### src/rtl/hazardunit.sv
// hazardunit: stall/flush controller for the five-stage semiMIPS pipeline.
// Resolves the hazards forwarding cannot cover: load-use stalls, branch/jump
// flushes and data-memory wait freezes. Also keeps a registered cause history
// and a memory-wait watchdog.
//
// Optional feature macro: HAZARD_STATS_EN adds the stallcnt/flushcnt outputs.
//
// Parameters:
//   MEMTIMEOUT   consecutive freeze cycles before memerr is raised (2..255)
// Ports:
//   clk          pipeline clock, rising edge
//   rstn         asynchronous active-low reset
//   idexmemrd    ID/EX holds a load
//   idexrt       destination register of the instruction in ID/EX
//   ifidins      instruction in IF/ID (opcode [31:26], rs [25:21], rt [20:16])
//   idjump       jump decoded in ID
//   exbranch     branch resolved taken in EX
//   exmemmemacc  EX/MEM performs a data-memory access
//   memready     data memory completes the access this cycle
//   pcwr         PC write enable (combinational)
//   ifidwr       IF/ID write enable (combinational)
//   pipewr       ID/EX, EX/MEM, MEM/WB write enable (combinational)
//   ifidflush    load a NOP into IF/ID (combinational)
//   idexflush    load a bubble into ID/EX (combinational)
//   hzstate      registered cause of the previous cycle
//   memerr       sticky memory-wait timeout flag
//   stallcnt     saturating LDSTALL cycle count (HAZARD_STATS_EN only)
//   flushcnt     saturating IF/ID flush cycle count (HAZARD_STATS_EN only)

module hazardunit #(
    parameter int unsigned MEMTIMEOUT = 64
) (
    input  logic        clk,
    input  logic        rstn,
    input  logic        idexmemrd,
    input  logic [4:0]  idexrt,
    input  logic [31:0] ifidins,
    input  logic        idjump,
    input  logic        exbranch,
    input  logic        exmemmemacc,
    input  logic        memready,
    output logic        pcwr,
    output logic        ifidwr,
    output logic        pipewr,
    output logic        ifidflush,
    output logic        idexflush,
    output logic [1:0]  hzstate,
    output logic        memerr
`ifdef HAZARD_STATS_EN
    ,
    output logic [15:0] stallcnt,
    output logic [15:0] flushcnt
`endif
);

    localparam int unsigned CNT_W  = 8;
    localparam int unsigned STAT_W = 16;

    localparam logic [5:0] OP_RTYPE = 6'h00;
    localparam logic [5:0] OP_J     = 6'h02;
    localparam logic [5:0] OP_JAL   = 6'h03;
    localparam logic [5:0] OP_BEQ   = 6'h04;
    localparam logic [5:0] OP_BNE   = 6'h05;

    localparam logic [CNT_W-1:0] WAIT_MAX  = CNT_W'(MEMTIMEOUT);
    localparam logic [CNT_W-1:0] WAIT_LAST = CNT_W'(MEMTIMEOUT - 1);

    typedef enum logic [1:0] {
        HZ_RUN     = 2'b00,
        HZ_LDSTALL = 2'b01,
        HZ_FLUSH   = 2'b10,
        HZ_FREEZE  = 2'b11
    } hz_e;

    logic [5:0]       opcode;
    logic [4:0]       rs;
    logic [4:0]       rt;
    logic             rs_used;
    logic             rt_used;
    logic             freeze;
    logic             lduse;
    hz_e              cause;
    hz_e              hz_q;
    logic [CNT_W-1:0] waitcnt;
    logic             unused_ins;

    assign opcode     = ifidins[31:26];
    assign rs         = ifidins[25:21];
    assign rt         = ifidins[20:16];
    assign unused_ins = ^ifidins[15:0];

    // Hazard detection: rt only counts as a source for R-type and beq/bne;
    // store data in rt is covered by MEM/WB forwarding.
    assign rs_used = (opcode != OP_J) && (opcode != OP_JAL);
    assign rt_used = (opcode == OP_RTYPE) || (opcode == OP_BEQ) || (opcode == OP_BNE);
    assign freeze  = exmemmemacc && !memready;
    assign lduse   = idexmemrd && (idexrt != 5'd0) &&
                     ((rs_used && (rs == idexrt)) || (rt_used && (rt == idexrt)));

    // Priority resolution; everything is forced off while reset is held.
    always_comb begin
        cause     = HZ_RUN;
        pcwr      = 1'b0;
        ifidwr    = 1'b0;
        pipewr    = 1'b0;
        ifidflush = 1'b0;
        idexflush = 1'b0;
        if (rstn) begin
            if (freeze) begin
                cause = HZ_FREEZE;
            end else if (exbranch) begin
                cause     = HZ_FLUSH;
                pcwr      = 1'b1;
                ifidwr    = 1'b1;
                pipewr    = 1'b1;
                ifidflush = 1'b1;
                idexflush = 1'b1;
            end else if (lduse) begin
                // Bubble into ID/EX while PC and IF/ID hold; the jump (if any)
                // simply re-decodes next cycle.
                cause     = HZ_LDSTALL;
                pipewr    = 1'b1;
                idexflush = 1'b1;
            end else if (idjump) begin
                cause     = HZ_FLUSH;
                pcwr      = 1'b1;
                ifidwr    = 1'b1;
                pipewr    = 1'b1;
                ifidflush = 1'b1;
            end else begin
                pcwr   = 1'b1;
                ifidwr = 1'b1;
                pipewr = 1'b1;
            end
        end
    end

    // Cause history and memory-wait watchdog.
    always_ff @(posedge clk or negedge rstn) begin
        if (!rstn) begin
            hz_q    <= HZ_RUN;
            waitcnt <= '0;
            memerr  <= 1'b0;
        end else begin
            hz_q <= cause;
            if (freeze) begin
                if (waitcnt != WAIT_MAX) begin
                    waitcnt <= waitcnt + CNT_W'(1);
                end
                if (waitcnt == WAIT_LAST) begin
                    memerr <= 1'b1;
                end
            end else begin
                waitcnt <= '0;
            end
        end
    end

    assign hzstate = hz_q;

`ifdef HAZARD_STATS_EN
    // Saturating event counters, cleared only by reset.
    always_ff @(posedge clk or negedge rstn) begin
        if (!rstn) begin
            stallcnt <= '0;
            flushcnt <= '0;
        end else begin
            if ((cause == HZ_LDSTALL) && (stallcnt != {STAT_W{1'b1}})) begin
                stallcnt <= stallcnt + STAT_W'(1);
            end
            if (ifidflush && (flushcnt != {STAT_W{1'b1}})) begin
                flushcnt <= flushcnt + STAT_W'(1);
            end
        end
    end
`endif

endmodule

### config.mk
export PLATFORM = sky130hd
export DESIGN_NAME = hazardunit
export DESIGN_NICKNAME = d
export VERILOG_FILES = /design/src/rtl/hazardunit.sv
export SDC_FILE = /design/constraint.sdc
export NUM_CORES = 1
export LEC_CHECK = 0
export ABC_AREA = 1
export CORE_MARGIN = 10
export CORE_UTILIZATION = 32
export CTS_CLUSTER_SIZE = 20
export DETAILED_ROUTE_END_ITERATION = 10
export PLACE_DENSITY = 0.83
export SETUP_SLACK_MARGIN = 0.02
export SLEW_MARGIN = 20
export SYNTH_ARGS = -nofsm -noshare
export SYNTH_HDL_FRONTEND = slang
export SYNTH_SLANG_ARGS = --single-unit
### constraint.sdc
create_clock -name clk -period 1.42 [get_ports clk]
set_clock_uncertainty 0.2 [all_clocks]
set_input_delay 0.213 -clock clk [delete_from_list [all_inputs] [get_ports clk]]
set_output_delay 0.213 -clock clk [all_outputs]
set_load 0.02 [all_outputs]
## Word-level counts from Yosys, hierarchy flattened

Index checks and enable logic that the tools add are counted.

- Bits in latches: 0
- ROM bits: 0
- Bits of input ports: 44
- Bits in writable memories: 0
- Flip-flop bits (word level): 11
- Word-level logic and storage cells: 48
- Output and inout bits: 8
- Memories: 0

- Multiply operators: 0
- Add/subtract/negate cells: 1
- Div/mod/pow operators: 0
- Order comparisons: 0
- Reductions and logical operators: 13
- Shift operators: 0
- Mux-type cells: 22
- Eq/ne operators: 9
- Bitwise gates (word level): 0

Operators with widths:

| cell | count |
|---|---|
| two-way mux 8 bit | 2 |
| two-way mux 1 bit | 15 |
| equality test 6 x 3 -> 1 bit, second input constant | 2 |
| != test 6 x 2 -> 1 bit, second input constant | 2 |
| equality test 5 bit | 2 |
| two-way mux 2 bit | 5 |
| adder 8 x 1 -> 8 bit, second input constant | 1 |
| equality test 8 x 6 -> 1 bit, second input constant | 1 |
| != test 8 x 7 -> 1 bit, second input constant | 1 |
| logical AND 1 bit | 6 |
| zero test 6 bit | 1 |
| nonzero test 5 bit | 1 |
| logical OR 1 bit | 3 |
| != test 2 x 1 -> 1 bit, second input constant | 1 |
| AND reduction 2 bit | 1 |
| zero test 1 bit | 1 |

## Depth between registers and ports, before layout

- Depth in word-level cells: 10
- Gate-level depth with buffers: 11
- Depth with buffers taken out: 10

## Worst setup path before layout

Ideal clock, no wire load.

- Path type: input-to-output
- Start point: input port exmemmemacc
- End point: output port idexflush
- Arrival time: 1.139 ns
- Cell stages on the path: 5
- Required time: 1.007 ns
- Slack: -0.132 ns
- Path buffers: 0
- Cell sequence: inv_1 -> nor2_2 -> nor2_1 -> inv_1 -> a21oi_1

- Cells in the longest elaborated chain, start to end: 3

Ends and longest elaborated chain:

| element | line | source |
|---|---|---|
| from (decl) | 40 | `input logic exmemmemacc,` |
| logical AND 1 bit | 96 | `assign freeze = exmemmemacc && !memready;` |
| two-way mux 1 bit | 109 | `if (freeze) begin` |
| two-way mux 1 bit | 108 | `if (rstn) begin` |
| to (decl) | 46 | `output logic idexflush,` |

No other way between the ends.

## Worst setup path after layout

- Start point: input port exbranch
- End point: output port ifidflush

- Cells in the longest elaborated chain, start to end: 3

Ends and longest elaborated chain:

| element | line | source |
|---|---|---|
| from (decl) | 39 | `input logic exbranch,` |
| two-way mux 1 bit | 111 | `end else if (exbranch) begin` |
| two-way mux 1 bit | 109 |  |
| two-way mux 1 bit | 108 |  |
| to (decl) | 45 | `output logic ifidflush,` |

No other way between the ends.

==> results.py <==
metrics = {
    "yosys": {
        "synth_area_leaders": "dfrtp_1 (35%), nand2_1 (12%), inv_1 (9.9%)",
        "async_reset_ff_frac": 1.00,
        "synth_xor_xnor_area_share": 0.0662,
        "syn_nets": 163,
        "ys_dominant_reg_cell": "dfrtp_1",
        "syn_inst": 117,
        "yosys-mux-area-fraction": 0,
        "synth_area_leader_cell": "dfrtp_1",
        "synth_cell_types": 24,
        "avgSynthCellArea_um2": 6.78,
        "syn-cell-area_um2": 793,
        "synth-simple-area-share": 0.325,
        "ys_seq_elements": 11,
        "synth_compound_area_frac": 0.117,
        "ys_warn_count": 0,
        "synth_enable_flop_cells": 0,
        "synth_top_family_by_area": "simple AND/OR/NAND/NOR gates",
        "synth_top_area_frac": 0.347,
        "ys_seq_area_frac": 0.347,
        "synth_adder_area_share": 0.0315,
    },
    "cells_and_area": {
        "final_area_um2": 1490,
        "ff_latch_area_um2": 278,
        "postLayoutCoreUtil": 0.654,
        "layout_common_cells": "nand2_1 (20), buf_4 (16), inv_1 (12), buf_2 (11), buf_6 (11)",
        "drive_above_1_share": 0.543,
        "diodes": 0,
        "final_common_cell": "nand2_1",
        "fillers": 182,
        "stdcell_count": 201,
        "synthToLayoutAreaGrowth_pct": 87.5,
        "nets": 220,
        "multiInputGateArea_um2": 631,
    },
    "pwr": {
        "vdd_ir_drop_max_mv": 0.427,
        "p_leak_uw": 0.000723,
        "p_per_area_nw_per_um2": 554,
        "totalPowerFinal_uw": 824,
    },
    "grt": {
        "grt_pass1_wl_mm": 4.44,
        "grt_max_degree": 12,
        "grt_usage": 0.107,
        "grt_pass1_vias": 990,
        "grt-ovfl-total": 0,
        "grt_antenna_before_repair": 0,
    },
    "placed_design": {
        "dp.cells": 184,
        "routabilityCongestion": 0.778,
        "preCtsSetupSlack_ns": -1.01,
        "dp.final_hpwl_mm": 2.06,
        "placed_area_um2": 1220,
        "port-buffer-count": 35,
    },
    "timing": {
        "relSlewSlack": 0.762,
        "setup_violations": 8,
        "hold_viol_final": 0,
        "worst_slack_ns": -0.216,
        "final_max_slew_viol_count": 0,
        "rsz0062_at_grt": "yes",
        "max_clock_freq_mhz": 611,
        "tightest_slew_ns": 0.355,
        "timing.final.crit_share": 1.15,
        "period_minus_slack_ns": 1.64,
    },
    "detailed_routing": {
        "route.detailed.drc": 0,
        "vias": 979,
        "first_pass_iters": 4,
        "wl_per_cell_um": 15.9,
        "detail_route.wirelength_mm": 3.19,
        "drt_iter0_drc": 39,
        "vias_per_cell": 4.87,
        "ant_nets": 0,
    },
    "cts": {
        "clock_latency_ns": 0.28,
        "numCtsBuffers": 3,
        "cts_tree": "built",
        "cts_max_level": 1,
        "clk_path_buf_depth": 2,
        "clock-sinks": 11,
        "clock-root-buffer": "clkbuf_4",
        "clkTransAtPathRegs_ns": 0.07,
    },
    "setup_path": {
        "critPathLaunchType": "input port",
        "cp.arrival_ns": 1.22,
        "worstPathRequired_ns": 1.01,
        "r2r-start": "waitcnt[0]$_DFFE_PN0P_",
        "critical_path_class": "in -> out",
        "regToRegSetupSlack_ns": -0.15,
        "reg2reg_depth": 7,
        "reg2reg_to": "waitcnt[2]$_DFFE_PN0P_",
        "path_max_fanout": 2,
        "worstSetupEndpointType": "primary output",
    },
    "die": {
        "start_util": 0.349,
        "die_x_um": 69.8,
        "ioPinCount": 52,
        "die_area_um2": 4870,
        "coreArea_um2": 2280,
        "die_h_um": 69.8,
        "num_rows": 17,
    },
    "worst_hold_path": {
        "hold_depth": 3,
        "hp-class": "in -> reg",
        "whs_endpoint": "hzstate[0]$_DFF_PN0_",
        "min_from": "rstn",
    },
    "status": {
        "violations": "setup timing",
        "outcome": "finished with violations",
    },
    "job": {
        "maxCapViolCount": 0,
    },
}
[worst max-delay path by stage]
stage                start        end  slack [ns]  depth (start not counted)
2_1_floorplan  exmemmemacc  idexflush       -0.02                          5
3_3_place_gp     idexrt[4]  idexflush       -0.97                         10
3_5_place_dp     idexrt[4]  idexflush       -1.01                         10
4_1_cts        ifidins[30]  ifidflush       -0.20                         11
5_1_grt          idexrt[2]  ifidflush       -0.28                         10
6_report          exbranch  ifidflush       -0.22                          5
[metal layers]
| layer | vias up | share of wire | GRT usage |
|---|---|---|---|
| met5 | - | 0 | 0 |
| met4 | 0 | 0.033 | 0.0435 |
| met3 | 13 | 0.044 | 0.0228 |
| met2 | 40 | 0.56 | 0.215 |
| met1 | 448 | 0.36 | 0.100 |
| li1 | 478 | - | - |
[through the flow]
stage	TNS, ns	hold WS (ns)
2_1_floorplan	-0.0189	-0.283
3_3_place_gp	-5.85	0.266
3_5_place_dp	-6.39	0.282
4_1_cts	-0.819	0.158
5_1_grt	-1.65	0.189
6_report	-0.987	0.193
[area by class of cell]
cell class	instances	area share
Multi-Input combinational cell	83	0.424
Clock buffer	4	0.0177
Timing Repair Buffer	53	0.291
Sequential cell	11	0.187
Tap cell	28	0.0235
Inverter	22	0.0572
[synthesized netlist by cell type (2+ instances only)]
master   count
ha_1         2
nor2_1      17
xnor2_1      3
nand3_1      7
a31oi_1      2
nor2_2       3
xor2_1       3
o21ai_0      3
nand2_2      2
dfrtp_1     11
a21oi_1      7
nand2_1     25
inv_1       21
[sequential cells by signal, indices dropped and copies added, names as in the netlist]
| register | flops |
|---|---|
| hzstate | 2 |
| waitcnt | 8 |
| memerr | 1 |
[logic make-up (layout without fill, tap and decap cells)]
family,after synthesis,after routing
compound gates,16,16
xor+xnor,6,6
fa+ha+maj,2,2
buf+inv,23,79
flops,11,11
simple gates,59,59
[critical path, stage by stage]
cell and delay, ns:
clkdlybuf4s50_1 0.41, or2_2 0.34, nand2_4 0.10, nor2_4 0.03
buf_6 0.12
[report_power, final]
group,leakage (µW),switching (µW),internal [µW]
clock network,0.0000150,120,109
logic,0.000561,134,137
registers,0.000147,4.52,319
total,0.000723,258,565
[repair_timing]
item,in CTS,in global routing
hold buffers,1,0
gates resized for setup,139,41
setup endpoints to repair,13,15
pin swaps,34,25
endpoints found under the hold margin,11,0
buffers inserted,9,6
Power figures use the tool's default switching activity.
